File: src/rtl/zbank_bus_sequencer.sv
// Z80 bank-window bridge: stalls the Z80, takes the 68k bus, runs one byte cycle, releases it.
// Optional DTACK watchdog enabled by defining ZBANK_TIMEOUT_EN.
module zbank_bus_sequencer #(
   parameter int STROBE_SETUP = 2
`ifdef ZBANK_TIMEOUT_EN
   ,
   parameter int DTACK_TIMEOUT = 255
`endif
) (
   input  logic        MCLK,
   input  logic        SRES,
   input  logic        zreq,
   input  logic        zwr,
   input  logic [14:0] za,
   input  logic [7:0]  zd_i,
   output logic [7:0]  zd_o,
   output logic        zdone,
   output logic        WAIT_pull,
   input  logic        bank_wr,
   input  logic        bank_bit,
   output logic        BR_pull,
   input  logic        BG,
   input  logic        BGACK_i,
   output logic        BGACK_pull,
   input  logic        AS_i,
   output logic [22:0] va_o,
   input  logic [15:0] vd_i,
   output logic [15:0] vd_o,
   output logic        bus_d,
   output logic        vd_d,
   output logic        as_o,
   output logic        uds_o,
   output logic        lds_o,
   output logic        rw_o,
   input  logic        DTACK_i,
   output logic        timeout_err
);

   typedef enum logic [2:0] {IDLE, REQ, OWN, STROBE, END} state_t;

   localparam logic [7:0] SETUP_LAST = 8'(STROBE_SETUP - 1);
`ifdef ZBANK_TIMEOUT_EN
   localparam logic [7:0] TIMEOUT_LAST = 8'(DTACK_TIMEOUT - 1);
`endif

   state_t      state, state_next;
   logic [8:0]  bank, bank_q;
   logic [14:0] za_q;
   logic        zwr_q;
   logic [7:0]  zd_q;
   logic [7:0]  cnt, cnt_next;
   logic        start, owned, dtack_hit, to_hit;

   // A new access is not accepted in the zdone cycle so the Z80 has time to drop zreq.
   assign start = (state == IDLE) && zreq && !zdone;
   assign owned = (state == OWN) || (state == STROBE) || (state == END);

   always_comb begin
      state_next = state;
      cnt_next   = '0;
      dtack_hit  = 1'b0;
      to_hit     = 1'b0;
      case (state)
         IDLE:    if (start) state_next = REQ;
         REQ:     if (!BG && BGACK_i && AS_i) state_next = OWN;
         OWN: begin
            if (cnt == SETUP_LAST) state_next = STROBE;
            else cnt_next = cnt + 8'd1;
         end
         STROBE: begin
            if (!DTACK_i) begin
               dtack_hit  = 1'b1;
               state_next = END;
            end
`ifdef ZBANK_TIMEOUT_EN
            else if (cnt == TIMEOUT_LAST) begin
               to_hit     = 1'b1;
               state_next = END;
            end else begin
               cnt_next = cnt + 8'd1;
            end
`endif
         end
         END:     state_next = IDLE;
         default: state_next = IDLE;
      endcase
   end

   // Bus-facing outputs are zero when released because they are ORed onto shared nets.
   always_comb begin
      WAIT_pull  = start || (state != IDLE);
      BR_pull    = (state == REQ);
      BGACK_pull = owned;
      bus_d      = !owned;
      va_o       = owned ? {bank_q, za_q[14:1]} : '0;
      as_o       = !(state == STROBE);
      uds_o      = !((state == STROBE) && !za_q[0]);
      lds_o      = !((state == STROBE) && za_q[0]);
      rw_o       = !((state == STROBE) && zwr_q);
      vd_d       = !((state == STROBE) && zwr_q);
      vd_o       = vd_d ? 16'h0000 : {zd_q, zd_q};
   end

   always_ff @(posedge MCLK) begin
      if (!SRES) begin
         state  <= IDLE;
         bank   <= '0;
         bank_q <= '0;
         za_q   <= '0;
         zwr_q  <= 1'b0;
         zd_q   <= '0;
         cnt    <= '0;
         zd_o   <= 8'hFF;
         zdone  <= 1'b0;
      end else begin
         state <= state_next;
         cnt   <= cnt_next;
         zdone <= (state == END);
         if (bank_wr) bank <= {bank_bit, bank[8:1]};
         if (start) begin
            za_q   <= za;
            zwr_q  <= zwr;
            zd_q   <= zd_i;
            bank_q <= bank;
         end
         if (dtack_hit && !zwr_q) zd_o <= za_q[0] ? vd_i[7:0] : vd_i[15:8];
         else if (to_hit) zd_o <= 8'hFF;
      end
   end

`ifdef ZBANK_TIMEOUT_EN
   always_ff @(posedge MCLK) begin
      if (!SRES) timeout_err <= 1'b0;
      else if (to_hit) timeout_err <= 1'b1;
   end
`else
   assign timeout_err = 1'b0;
`endif

endmodule
File: config.mk
export PLATFORM = sky130hd
export DESIGN_NAME = zbank_bus_sequencer
export DESIGN_NICKNAME = d
export VERILOG_FILES = /design/src/rtl/zbank_bus_sequencer.sv
export SDC_FILE = /design/constraint.sdc
export NUM_CORES = 1
export LEC_CHECK = 0
export ABC_AREA = 1
export CAP_MARGIN = 20
export CORE_MARGIN = 5
export CORE_UTILIZATION = 35
export DETAILED_ROUTE_END_ITERATION = 6
export GPL_ROUTABILITY_DRIVEN = 0
export GPL_TIMING_DRIVEN = 0
export PLACE_DENSITY = 0.72
export SLEW_MARGIN = 20
export SYNTH_ARGS = -nofsm -noshare
export SYNTH_HDL_FRONTEND = slang
export SYNTH_SLANG_ARGS = --single-unit
File: constraint.sdc
create_clock -name MCLK -period 2.9 [get_ports MCLK]
set_input_delay 0.29 -clock MCLK [delete_from_list [all_inputs] [get_ports MCLK]]
set_output_delay 0.29 -clock MCLK [all_outputs]
set_load 0.03 [all_outputs]
# ---- Yosys cells after proc, flatten, opt, wreduce, memory -nomap -nowiden
# Index checks and enable logic that the tools add are counted.
dict set report op_classes {
  n_bitwise 2
  muxes 10
  n_reduce_logical 24
  eq_ne 9
  add_sub_neg 1
}
# op count
set op_table {}
lappend op_table {{$mux 23} 1}
lappend op_table {{$mux 16} 1}
lappend op_table {{$mux 3} 4}
lappend op_table {{$pmux 3 s4} 1}
lappend op_table {{$logic_not 1->1} 9}
lappend op_table {{$add 8x1->8 const B} 1}
lappend op_table {{$eq 8x1->1 const B} 1}
lappend op_table {{$logic_and 1x1->1} 8}
lappend op_table {{$mux 8} 1}
lappend op_table {{$eq 3x2->1 const B} 2}
lappend op_table {{$ne 2x1->1 const B} 2}
lappend op_table {{$ne 2x2->1 const B} 2}
lappend op_table {{$reduce_and 4->1} 1}
lappend op_table {{$eq 3x1->1 const B} 1}
lappend op_table {{$eq 3x3->1 const B} 1}
lappend op_table {{$logic_not 3->1} 1}
lappend op_table {{$logic_or 1x1->1} 3}
lappend op_table {{$reduce_bool 3->1} 1}
lappend op_table {{$reduce_or 3->1} 1}
lappend op_table {{$mux 1} 2}
lappend op_table {{$not 1->1} 2}
dict set report totals {
  reg_bits 62
  inputBits 49
  output_inout_bits 58
  wordCells 55
}

# ---- Depth between registers and ports, before layout
dict set report logic_depth {
  word_depth 5
  mapped_depth 7
}

# ---- Worst setup path before layout
# No wires, ideal clock.
dict set report synth_timing {
  kind {reg2out}
  start {register state[0]}
  end {output port vd_o[10]}
  path_buffers 1
  path_stages_with_launch 6
  arrival_ps 1774
  setup_slack_ps 836
  path_cell_list {dfxtp_1 > nand3_2 > inv_2 > nand2_2 > nor2_1 > buf_4}
}
dict set report synth_between {
  elab_chain_cells 3
}
# element line
set synth_lines {}
lappend synth_lines {{start, declared} 46} ;# state_t state, state_next;
lappend synth_lines {{start signal, assigned} 116} ;# state <= state_next;
lappend synth_lines {{$eq 3x2->1} 100} ;# vd_d = !((state == STROBE) && zwr_q);
lappend synth_lines {{$logic_and 1x1->1} 100}
lappend synth_lines {{$mux 16} 101} ;# vd_o = vd_d ? 16'h0000 : {zd_q, zd_q};
lappend synth_lines {{end, declared} 28} ;# output logic [15:0] vd_o,
# Every way passes these cells.

# ---- Final worst setup path
dict set report layout_timing {
  start {register state[2]}
  end {output port vd_o[8]}
}
# The elaborated chain is that of the path after synthesis.

==> flow_summary_export.csv <==
group,metric,value,unit
synthesis,synthesis.instances,366,
timing,timing.fmax,401,MHz
synthesis,synth_nets,417,
timing,finalWorstPathRequiredPeriod,2.49,ns
power_and_ir_drop,total_leakage_power,1.72,nW
worst_setup_path,timing.critical_path.fanout_max,10,
power_and_ir_drop,finalPower,3.04,mW
clock_tree,cts.repair.resized,0,
floorplan,die_x,98.7,µm
run,maxCapViolCount,0,
clock_tree,cts-htree-levels,3,
clock_tree,insertion_delay,0.33,ns
worst_setup_path,worstSetupPathType,"reg2out",
floorplan,chipHeight,98.7,µm
synthesis,seq_area_frac_synth,0.451,
routing,post-route-drc-count,0,
worst_setup_path,worst_setup_path_start_kind,"flip-flop",
timing,worst_hold_slack,0.289,ns
clock_tree,worst_setup_hold_path_clk_slew,0.07,ns
synthesis,synth.lib_cells_used.distinct,32,
synthesis,syn_area,2750,µm²
routing,first_iter_violations,63,
floorplan,floorplan.io_pins,107,
cells_and_area,final_net_count,531,
cells_and_area,layout.core_utilization,0.539,
min_path,hp-class,"in2reg",
global_routing,first_global_vias,2576,
worst_setup_path,critical_path.reg2reg.endpoint,"cnt[2]",
timing,tns,0,ns
worst_setup_path,setup.worst_path.start,"state[2]",
cells_and_area,layout-area-overhead-vs-synth,50.6,%
worst_setup_path,timing.rr.start,"cnt[1]",
status,outcome,"finished, final reports clean",
timing,final_report_max_slew_violation_count,0,
floorplan,core_region_area,7690,µm²
synthesis,syn_area_per_cell,7.52,µm²
floorplan,start_util,0.358,
floorplan,area_of_the_die,9740,µm²
clock_tree,cts_setup_buffers,0,
cells_and_area,drive_above_1_share,0.120,
floorplan,placement_rows,32,
timing,hold_viol,0,
worst_setup_path,critical_path_arrival,2.20,ns
synthesis,yosys_register_bits,62,
clock_tree,clock_sinks,62,
clock_tree,tritoncts,"built",
power_and_ir_drop,ir_drop,0.346,mV
worst_setup_path,worstPathCellList,"inv_1 > nand3_2 > inv_2 > nand2_2 > nor2_1 > buf_4 > clkdlybuf4s50_1",
worst_setup_path,slowest_delay,0.66,ns
timing,final.period_utilization,0.860,
timing,setup_viol,0,
routing,routed_wirelength,6950,µm
cells_and_area,stdcell_count,587,
global_routing,antenna_found_initial,0,
cells_and_area,fillerInstances,738,
worst_setup_path,required,2.61,ns
worst_setup_path,crit_path_end,"vd_o[8]",
placement,port_buffers,103,
routing,drt_pre_antenna_iters,5,
placement,cell_area_after_placement,3910,µm²
clock_tree,cts-root-to-sink-buffers,2,
timing,clock_skew,0.00668,ns
routing,wl_per_cell,11.8,µm
worst_setup_path,crit_path_end_kind,"output pin",
routing,total_via_count_after_detailed_routing,2624,
synthesis,ys.warnings.count,0,
global_routing,maximum_number_of_pins_on_one_net_before_global_route_repair,11,
worst_setup_path,worst_path_max_delay_cell,"sky130_fd_sc_hd__clkdlybuf4s50_1",
worst_setup_path,rrSetupSlack,1.61,ns
timing,rsz0062_at_grt,"no",
global_routing,grt-ovfl-total,0,
clock_tree,numCtsBuffers,9,
routing,route.detailed.vias_per_inst,4.47,
placement,numPlacedInstances,571,
cells_and_area,fin_area,4150,µm²
clock_tree,post_cts_hold_buffer_count,0,
worst_setup_path,timing.reg2reg.worst_path_depth,7,
timing,setup_slack,0.405,ns
global_routing,wire_length_of_the_first_global_routing_pass,11700,µm
power_and_ir_drop,power_density,733,nW/µm²
placement,detailedPlacementHpwl,5420,µm
cells_and_area,n_antenna_cell,0,
routing,ant_nets,0,
global_routing,grt_usage,0.146,
placement,detailedPlace.worstSlack,0.743,ns
clock_tree,cts-root-buf,"sky130_fd_sc_hd__clkbuf_8",
power breakdown:
group	total, mW	switching [mW]	internal [mW]
sequential	1.10	0.0732	1.03
clock	0.860	0.307	0.553
combinational	1.08	0.650	0.426
worst max-delay path: cells and delay by family, from the launching register on:
kind	cells	cell delay [ns]
and+or+nand+nor	3	0.47
DFF	1	0.37
buffers and inverters	4	1.04
layout by cell type, fill, tap and decap left out, drive strengths merged, types with 2 or more instances in the layout:
| cell type | netlist | layout |
|---|---|---|
| clkinv | 1 | 2 |
| buf | 22 | 22 |
| nand3 | 8 | 8 |
| clkbuf | 7 | 20 |
| nand2 | 32 | 32 |
| nand4 | 2 | 2 |
| nor2 | 71 | 71 |
| inv | 54 | 54 |
| ha | 2 | 2 |
| dfxtp | 62 | 62 |
| xor2 | 2 | 2 |
| o21ai | 52 | 52 |
| or2 | 2 | 2 |
| nor3 | 3 | 3 |
| o211ai | 8 | 8 |
| clkdlybuf4s50 | 0 | 103 |
| a21oi | 34 | 34 |
| bufinv | 0 | 2 |
metal layers:
metal / track usage / vias to the layer above / part of all wire / routed length (µm)
met5: 0 / - / 0 / 0
met4: 0.0588 / 0 / 0.019 / 129
met3: 0.0361 / 14 / 0.056 / 392
met2: 0.244 / 76 / 0.47 / 3270
met1: 0.181 / 1157 / 0.45 / 3160
li1: - / 1377 / - / -
cell type report:
class | instances | area [µm²] | area share
flip-flops and latches | 62 | 1240 | 0.299
multi-input cells | 220 | 1100 | 0.266
clock inverters | 3 | 65.1 | 0.0157
plain buffers | 29 | 201 | 0.0486
well taps | 102 | 128 | 0.0308
repair buffers | 103 | 1030 | 0.249
clock buffers | 13 | 169 | 0.0407
inverters | 55 | 206 | 0.0498
cell usage after synthesis:
cell type                  instances  area share
sky130_fd_sc_hd__a21oi_1          33       0.060
sky130_fd_sc_hd__a21oi_2           1      0.0032
sky130_fd_sc_hd__buf_2             4      0.0073
sky130_fd_sc_hd__buf_4            13       0.035
sky130_fd_sc_hd__buf_6             5       0.020
sky130_fd_sc_hd__clkbuf_1          6      0.0082
sky130_fd_sc_hd__clkbuf_2          1      0.0018
sky130_fd_sc_hd__clkinv_1          1      0.0014
sky130_fd_sc_hd__conb_1            1      0.0014
sky130_fd_sc_hd__dfxtp_1          62        0.45
sky130_fd_sc_hd__ha_1              2      0.0091
sky130_fd_sc_hd__inv_1            51       0.070
sky130_fd_sc_hd__inv_2             3      0.0041
sky130_fd_sc_hd__nand2_1          30       0.041
sky130_fd_sc_hd__nand2_2           1      0.0023
sky130_fd_sc_hd__nand2_4           1      0.0041
sky130_fd_sc_hd__nand3_1           7       0.013
sky130_fd_sc_hd__nand3_2           1      0.0036
sky130_fd_sc_hd__nand3b_1          1      0.0027
sky130_fd_sc_hd__nand4_1           1      0.0023
sky130_fd_sc_hd__nand4_2           1      0.0045
sky130_fd_sc_hd__nor2_1           70       0.095
sky130_fd_sc_hd__nor2_4            1      0.0041
sky130_fd_sc_hd__nor3_1            3      0.0055
sky130_fd_sc_hd__o211ai_2          8       0.036
sky130_fd_sc_hd__o21ai_0          31       0.056
sky130_fd_sc_hd__o21ai_1          20       0.036
sky130_fd_sc_hd__o21ai_2           1      0.0032
sky130_fd_sc_hd__o21bai_1          1      0.0027
sky130_fd_sc_hd__or2_2             2      0.0045
sky130_fd_sc_hd__xnor2_1           1      0.0032
sky130_fd_sc_hd__xor2_1            2      0.0064
worst min-delay path by stage:
stage	slack, ns	start	cells after the start	end
final	0.29	SRES	3	state[2]
after global routing	0.28	SRES	3	state[2]
after CTS	0.28	SRES	3	state[2]
after detailed placement	0.45	zd_q[1]	2	zd_q[1]
after global placement	0.44	za_q[1]	2	za_q[1]
after floorplan	0.37	DTACK_i	1	state[2]
flip-flops by register name (all words and copies together) (netlist names):
| name | cells |
|---|---|
| zwr_q | 1 |
| bank | 9 |
| bank_q | 9 |
| cnt | 8 |
| state | 3 |
| zd_q | 8 |
| zdone | 1 |
| za_q | 15 |
| zd_o | 8 |
cell families after synthesis:
logic type	Yosys count	synth area share
AOI/OAI and AO/OA	95	0.198
xor gates and xnor gates	3	0.00955
adders and majority gates	2	0.00909
buffers and inverters	84	0.148
DFF	62	0.451
other	1	0.00136
and+or+nand+nor	119	0.183
(Power assumes the default switching activity.)
